[config.mk]
export PLATFORM = sky130hd
export DESIGN_NAME = seq_signed_divider
export DESIGN_NICKNAME = d
export VERILOG_FILES = /design/src/rtl/seq_signed_divider.sv
export SDC_FILE = /design/constraint.sdc
export NUM_CORES = 1
export LEC_CHECK = 0
export CAP_MARGIN = 20
export CORE_UTILIZATION = 54
export DETAILED_ROUTE_END_ITERATION = 8
export PLACE_DENSITY = 0.79
export SLEW_MARGIN = 10
export SYNTH_ARGS = -nofsm -noshare
export SYNTH_HDL_FRONTEND = slang
export SYNTH_SLANG_ARGS = --single-unit
[constraint.sdc]
create_clock -name clk -period 2.3 [get_ports clk]
set_input_delay 0.46 -clock clk [delete_from_list [all_inputs] [get_ports clk]]
set_output_delay 0.46 -clock clk [all_outputs]
set_load 0.01 [all_outputs]
[src/rtl/seq_signed_divider.sv]
// Iterative signed divider: 2N-bit dividend / N-bit divisor, one restoring quotient bit per clock.
// Optional build macro DIV_SATURATE_EN clamps an overflowing quotient instead of wrapping it.
module seq_signed_divider #(
  parameter int N = 5
) (
  input  logic                  clk,
  input  logic                  rst,
  input  logic                  start,
  input  logic signed [2*N-1:0] dividend,
  input  logic signed [N-1:0]   divisor,
  output logic                  ready,
  output logic                  done,
  output logic signed [N-1:0]   quotient,
  output logic signed [N-1:0]   remainder,
  output logic                  overflow,
  output logic                  div_by_zero
);

  localparam int CW = $clog2(2*N);
  localparam logic [CW-1:0]  LAST_STEP = CW'(2*N-1);
  localparam logic [2*N-1:0] QLIM      = (2*N)'(1) << (N-1);
`ifdef DIV_SATURATE_EN
  localparam logic signed [N-1:0] QMAX = {1'b0, {(N-1){1'b1}}};
  localparam logic signed [N-1:0] QMIN = {1'b1, {(N-1){1'b0}}};
`endif

  typedef enum logic [1:0] {IDLE, CALC, DONE} state_t;

  state_t                state_q, state_d;
  logic [CW-1:0]         cnt_q, cnt_d;
  logic [2*N-1:0]        dvd_q, dvd_d;
  logic [N-1:0]          dvs_q, dvs_d;
  logic [N-1:0]          prem_q, prem_d;
  logic                  dsign_q, dsign_d;
  logic                  qsign_q, qsign_d;
  logic                  zero_q, zero_d;
  logic signed [N-1:0]   quo_q, quo_d;
  logic signed [N-1:0]   rem_q, rem_d;
  logic                  ovf_q, ovf_d;
  logic                  dbz_q, dbz_d;
  logic                  done_q, done_d;

  logic [N:0]            shifted;
  logic                  ge;
  logic [N-1:0]          diff;
  logic                  q_ovf;
  logic signed [N-1:0]   q_wrap;
  logic signed [N-1:0]   q_final;

  function automatic logic [2*N-1:0] mag_wide(input logic signed [2*N-1:0] v);
    logic [2*N-1:0] u;
    u = v;
    return v[2*N-1] ? ((2*N)'(0) - u) : u;
  endfunction

  function automatic logic [N-1:0] mag_narrow(input logic signed [N-1:0] v);
    logic [N-1:0] u;
    u = v;
    return v[N-1] ? (N'(0) - u) : u;
  endfunction

  // Negating zero yields zero, so a zero magnitude never becomes negative.
  function automatic logic signed [N-1:0] resign(input logic [N-1:0] mag, input logic neg);
    logic [N-1:0] r;
    r = neg ? (N'(0) - mag) : mag;
    return signed'(r);
  endfunction

  // Restoring step: the remainder before the shift is below |divisor| <= 2^(N-1),
  // so the difference always fits N bits and can be formed modulo 2^N.
  assign shifted = {prem_q, dvd_q[2*N-1]};
  assign ge      = (shifted >= {1'b0, dvs_q});
  assign diff    = shifted[N-1:0] - dvs_q;

  // A negative result may reach magnitude 2^(N-1); a positive one may not.
  assign q_ovf   = qsign_q ? (dvd_q > QLIM) : (dvd_q >= QLIM);
  assign q_wrap  = resign(dvd_q[N-1:0], qsign_q);

  always_comb begin
`ifdef DIV_SATURATE_EN
    q_final = q_ovf ? (qsign_q ? QMIN : QMAX) : q_wrap;
`else
    q_final = q_wrap;
`endif
  end

  always_comb begin
    state_d = state_q;
    cnt_d   = cnt_q;
    dvd_d   = dvd_q;
    dvs_d   = dvs_q;
    prem_d  = prem_q;
    dsign_d = dsign_q;
    qsign_d = qsign_q;
    zero_d  = zero_q;
    quo_d   = quo_q;
    rem_d   = rem_q;
    ovf_d   = ovf_q;
    dbz_d   = dbz_q;
    done_d  = 1'b0;
    case (state_q)
      IDLE: begin
        if (start) begin
          dvd_d   = mag_wide(dividend);
          dvs_d   = mag_narrow(divisor);
          dsign_d = dividend[2*N-1];
          qsign_d = dividend[2*N-1] ^ divisor[N-1];
          zero_d  = (divisor == '0);
          prem_d  = '0;
          cnt_d   = '0;
          state_d = (divisor == '0) ? DONE : CALC;
        end
      end
      CALC: begin
        prem_d = ge ? diff : shifted[N-1:0];
        dvd_d  = {dvd_q[2*N-2:0], ge};
        cnt_d  = cnt_q + CW'(1);
        if (cnt_q == LAST_STEP) state_d = DONE;
      end
      DONE: begin
        state_d = IDLE;
        done_d  = 1'b1;
        if (zero_q) begin
          quo_d = '0;
          rem_d = '0;
          ovf_d = 1'b0;
          dbz_d = 1'b1;
        end else begin
          quo_d = q_final;
          rem_d = resign(prem_q, dsign_q);
          ovf_d = q_ovf;
          dbz_d = 1'b0;
        end
      end
      default: state_d = IDLE;
    endcase
  end

  always_ff @(posedge clk) begin
    if (rst) begin
      state_q <= IDLE;
      cnt_q   <= '0;
      quo_q   <= '0;
      rem_q   <= '0;
      ovf_q   <= 1'b0;
      dbz_q   <= 1'b0;
      done_q  <= 1'b0;
    end else begin
      state_q <= state_d;
      cnt_q   <= cnt_d;
      quo_q   <= quo_d;
      rem_q   <= rem_d;
      ovf_q   <= ovf_d;
      dbz_q   <= dbz_d;
      done_q  <= done_d;
    end
  end

  // Operand and working registers only matter after an accepted start.
  always_ff @(posedge clk) begin
    dvd_q   <= dvd_d;
    dvs_q   <= dvs_d;
    prem_q  <= prem_d;
    dsign_q <= dsign_d;
    qsign_q <= qsign_d;
    zero_q  <= zero_d;
  end

  assign ready       = (state_q == IDLE);
  assign done        = done_q;
  assign quotient    = quo_q;
  assign remainder   = rem_q;
  assign overflow    = ovf_q;
  assign div_by_zero = dbz_q;

endmodule

==> flow_summary.toml <==
[global_routing]
grt-ovfl-total = 0
grt_max_degree = 21
antenna_found_initial = 0
grt_pass1_vias = 1691
grt_first_pass_wirelength_mm = 7.265
gr-usage-all-layers_pct = 22.26

[yosys]
synth_top_area_cell = "edfxtp_1"
synth_xor_area_share_pct = 6.556
synth_top_family_by_area = "simple AND/OR/NAND/NOR gates"
synthAdderAreaFrac_pct = 7.493
ys_seq_area_share_pct = 47.16
ys_top_cells_by_area = "edfxtp_1 (30%), dfxtp_1 (17%), ha_1 (6.6%), nor2_1 (4.8%), xnor2_1 (3.9%)"
synth_cell_type_count = 39
synth-edff-count = 23
synth-seq-cells = 42
yosysWarningCount = 0
synth_nets = 272
syn-mean-instance-area_sq_um = 9.423
syn_area_sq_um = 2271
synth_simple_gate_area_share_pct = 17.80
netlist.area_leader.share_pct = 30.41
yosys_most_used_dff = "edfxtp_1"
async_flop_share_pct = 0
synthMuxAreaShare_pct = 0.8815
syn_inst = 241
synth_compound_area_share_pct = 15.43

[pwr]
power_mw = 1.914
share_comb_of_total_power_pct = 24.6
powerDensity_nw_per_um2 = 690.2
intPower_mw = 1.341
ir_worst_vdd_uv = 370.4
p_seq_share_pct = 49.6
power.leakage_nw = 1.073
clkPwrFrac_pct = 25.7
p_sw_share_pct = 29.95
p_sw_mw = 0.5732

[sta]
slew_violations = 0
skew_ns = 0.005246
fmax_mhz = 480.9
tightest_slew_ns = 0.6330
period_share_pct = 90.41
rsz0062_at_grt = "false"
finalHoldViolations = 0
period_needed_ns = 2.079
relSlewSlack_pct = 57.80
setup_viol = 0
fin_setup_tns_ns = 0

[clock_network]
ctsHoldBuffers = 0
clockBufferDepth = 2
clkSinkCount = 42
clkTransAtPathRegs_ns = 0.08
clk_latency_ns = 0.29
cts-htree-levels = 2
post_cts_resized = 0
postCtsSetupRepairBufs = 0
cts_buffers = 5
cts_root_buf = "clkbuf_8"
cts_tree = "built"

[critical_path]
crit_required_ns = 2.34
critPathLaunchType = "register"
r2r_end = "prem_q[4]"
cp.arrival_ns = 2.12
path_max_fanout = 3
critPathCaptureType = "register"
reg2reg_slack_ns = 0.22
worstSetupPathType = "register to register"
reg2reg_depth = 8
r2r-start = "dvd_q[9]"

[hold_path]
hold_start = "remainder[3]"
hold_class = "register to register"
hold_path_depth = 2
min_to = "remainder[3]"

[drt]
drt_pre_antenna_iters = 4
routedWlPerCell_um = 13.14
drcViolationCount = 0
final_antenna_net_count = 0
wl_mm = 4.349
vias_per_cell = 5.384
num_vias = 1782
drt_iter0_markers = 89

[floorplan]
rows = 23
die_area_sq_um = 4469
fp.dieH_um = 66.85
initial_core_util_pct = 56.37
pin_count = 32
die_w_um = 66.85
core_area_sq_um = 4029

[outcome]
status = "complete, no violations"

[cells_and_area]
area.growth.synth_to_final_pct = 22.09
n_fill_cell = 332
fin_area_sq_um = 2773
drive_gt1_share_pct = 7.473
nNetsFinal = 311
fin_util_pct = 68.82
diodes = 0

[placed_design]
io_buffers = 31
gp_congestion = 0.8716
placed_cell_area_sq_um = 2673
dp_hpwl_mm = 3.425

[run]
max_cap_violations = 0
[how the worst max path moves through the flow]
stage | to | start
2_1_floorplan | prem_q[4] | dvd_q[9]
3_3_place_gp | dvd_q[8] | dividend[0]
3_5_place_dp | dvd_q[8] | dividend[0]
4_1_cts | prem_q[4] | dvd_q[9]
5_1_grt | prem_q[4] | dvd_q[9]
6_report | prem_q[4] | dvd_q[9]
[through the flow]
stage	hold slack (ns)	instances	setup WS (ns)
finish	0.4791	331	0.2205
global route	0.5012	331	0.01513
CTS	0.4819	331	0.1570
detailed placement	0.4686	323	0.05174
global placement	0.4673	323	0.08716
floorplan	0.4487	241	0.3277
[routing by layer]
| metal | wire length, um | track usage (%) | part of all wire, % | up-vias |
|---|---|---|---|---|
| met4 | 81 | 9.574 | 1.9 | 0 |
| li1 | - | - | - | 924 |
| met3 | 182 | 4.110 | 4.2 | 9 |
| met5 | 0 | 0 | 0 | - |
| met2 | 2004 | 36.11 | 46 | 48 |
| met1 | 2081 | 28.77 | 48 | 801 |
[power groups by stage]
stage / combinational [mW] / clock (mW) / sequential (mW)
2_1_floorplan: 0.318 / 0 / 0.952
3_3_place_gp: 0.449 / 0 / 0.964
3_5_place_dp: 0.467 / 0 / 0.967
4_1_cts: 0.468 / 0.502 / 0.950
5_1_grt: 0.535 / 0.535 / 0.959
6_report: 0.472 / 0.493 / 0.950
[sequential cells by signal, summed over array words and instances, names as in the netlist]
signal and cells:
cnt_q 4, div_by_zero 1, done 1, dsign_q 1, dvd_q 10, dvs_q 5, overflow 1, prem_q 5
qsign_q 1, quotient 5, remainder 5, state_q 2, zero_q 1
[final cells by class]
type,instances,area [sq um],share of cell area [%]
multi-input combinational,172,1099,39.62
sequential,42,1071,38.63
timing repair buffer,39,370.4,13.36
clock buffer,6,82.58,2.978
inverter,20,75.07,2.708
tap,50,62.56,2.256
clock inverter,2,12.51,0.4513
[Yosys cell counts (all sizes together), types with 7 or more instances]
| cell | number |
|---|---|
| a21oi | 11 |
| nand2 | 18 |
| xor2 | 7 |
| xnor2 | 10 |
| edfxtp | 23 |
| nor2 | 29 |
| inv | 20 |
| dfxtp | 19 |
| o21ai | 24 |
| ha | 12 |
[cells by family after synthesis]
family / Yosys count
simple gates: 83
compound gates: 57
flops: 42
buf+inv: 27
xor+xnor: 17
fa+ha+maj: 13
mux: 2
[worst max-delay path, cell delays in order, from the launching register on]
cell and delay (ns):
edfxtp_1 0.40, inv_1 0.07, ha_1 0.16, inv_1 0.06
fa_1 0.41, a21oi_2 0.20, inv_1 0.06, a2111oi_1 0.38
nor3_1 0.09
[cell usage in the layout, fill, tap and decap left out, types with 4 or more instances in the layout]
master	count
clkdlybuf4s50_1	31
nor2_1	29
edfxtp_1	23
inv_1	20
dfxtp_1	19
nand2_1	18
o21ai_0	12
ha_1	12
o21ai_1	10
xnor2_1	10
a21oi_1	10
buf_4	8
xor2_1	7
o31ai_1	6
nand2b_1	6
nand3_1	6
clkbuf_8	6
nor3_1	5
nand3b_1	5
a22oi_1	4
(Power assumes the default switching activity.)
==> edit (same flow settings) <==
`N`: 5 -> 4.
--- a/src/rtl/seq_signed_divider.sv
+++ b/src/rtl/seq_signed_divider.sv
@@ -1,7 +1,7 @@
 // Iterative signed divider: 2N-bit dividend / N-bit divisor, one restoring quotient bit per clock.
 // Optional build macro DIV_SATURATE_EN clamps an overflowing quotient instead of wrapping it.
 module seq_signed_divider #(
-  parameter int N = 5
+  parameter int N = 4
 ) (
   input  logic                  clk,
   input  logic                  rst,
Ports: changed (resized dividend, divisor, quotient and remainder); port bits go from 32 to 27. No check against the original RTL was run, so the function may have changed too.
==> edit against the original RTL <==
Power shrank 17%; sequential share of layout area grew 1.1 points; design area is 19% lower; count of clock-buffer cells in the layout decreased by 1; worst hold slack got worse by 16 ps; sequential cell count fell by 7; non-clock buffer count fell by 12; area after synthesis fell by 18%; utilization grew 2.4 points; sequential power shrank 20%; setup slack better by 160 ps; wire length fell by 17%; critical endpoint is now dvd_q[6].
==> edit: results (changes against the original RTL) <==
metric	value	unit	change
cp-end-kind	flop		
cts_inserted_buffers	5		unchanged
diodes	0		unchanged
synth.area.top_cells	edfxtp_1, dfxtp_1, ha_1		
ys_types	39		unchanged
peakVddDrop	0.520	mV	+40%
endpoint	dvd_q[6]		
dr.pass1.iters	4		unchanged
path_clk_slew	110	ps	+30 ps
grt_usage	0.221		-0.00127
synth_commonest_cells	edfxtp_1, nand2_1, nor2_1		
cts_buffer_depth	2		unchanged
portBuffers	26		-16%
cp_max_fo	3		unchanged
drt_first_iter_violations	53		-40%
slew-limit-headroom	0.586		+0.00831
grt_max_degree	19		-9.5%
via_per_inst	5.36		-0.46%
place_area	2140	um2	-20%
drive_gt1_frac	0.0651		-0.00962
grt_pass1_wl	5.75	mm	-21%
p_leak	0.874	nW	-19%
synth_top_area_cell	edfxtp_1		
synth_nets	214		-21%
largest_reg_flops	8		-2
grt_pass1_vias	1330		-21%
clkSinkCount	35		-17%
hpwl	2.76	mm	-19%
r2r_setup_slack	420	ps	+200 ps
r2r-end	dvd_q[0]		
cts_root_buf	clkbuf_4		
routed_wirelength	3.61	mm	-17%
seq_area_frac_synth	0.479		+0.00719
outcome	finished, final reports clean		
crit_path_start	dividend[0]		
clk_latency	350	ps	+60 ps
cts-resized-gates	0		unchanged
antenna_found_initial	0		unchanged
reg2reg_depth	5		-3
fin_skew	15.5	ps	+10.3 ps
rr_startpoint	prem_q[1]		
ys_warn_count	0		unchanged
synth_edf_count	19		-17%
hold_class	flop to flop		
routabilityCongestion	0.906		+3.9%
cp_data_arrival_time	2000	ps	-120 ps
cts_setup_buffers	0		unchanged
nets	240		-23%
top_register	dvd_q		
async_flop_share	0		unchanged
-- edit: how the worst min path moves through the flow --
stage,to,slack [ps],from,cells after the start
4_1_cts,remainder[3],470,remainder[3],2
3_3_place_gp,quotient[3],440,quotient[3],2
5_1_grt,remainder[3],500,remainder[3],2
6_report,remainder[3],460,remainder[3],2
2_1_floorplan,quotient[3],480,quotient[3],2
3_5_place_dp,remainder[3],450,remainder[3],2
-- edit: worst max-delay path, stage by stage --
cell             delay, ps
clkdlybuf4s50_1        440
inv_1                   80
ha_1                   180
or3b_4                 410
o31ai_4                180
xor2_1                 170
a21oi_1                 80
-- edit: metal layers --
layer	up-vias	track usage	part of all wire
li1	712	-	-
met1	635	0.244	0.41
met2	33	0.399	0.53
met3	8	0.0448	0.038
met4	0	0.120	0.018
met5	-	0	0
-- edit: area by class of cell --
type	instances	area, um2
clock buffers	5	37.5
clock inverters	3	66.3
fillers	235	908
inverters	14	52.6
multi-input cells	131	875
flip-flops and latches	35	891
well taps	44	55.1
repair buffers	27	268
-- edit: report_power, final --
part	switching [W]	leakage, nW	internal [W]
Combinational	0.000152	0.497	0.000125
Clock	0.000213	0.0557	0.000339
Sequential	0.0000407	0.321	0.000719
-- edit: logic make-up (layout without fill, tap and decap cells) --
| logic type | Yosys count | count (layout) | synth area share |
|---|---|---|---|
| xor gates and xnor gates | 12 | 12 | 0.0565 |
| muxes | 2 | 2 | 0.0108 |
| buffers and inverters | 22 | 49 | 0.0511 |
| AOI/OAI and AO/OA | 38 | 38 | 0.139 |
| and+or+nand+nor | 68 | 68 | 0.186 |
| DFF | 35 | 35 | 0.479 |
| adders and majority gates | 11 | 11 | 0.0780 |
-- edit: through the flow --
stage / std cells / hold WS, ps / setup slack (ps)
floorplan: 188 / 476 / 614
finish: 259 / 463 / 384
global route: 259 / 497 / 343
detailed placement: 251 / 454 / 26.7
global placement: 251 / 438 / 108
CTS: 259 / 468 / 399
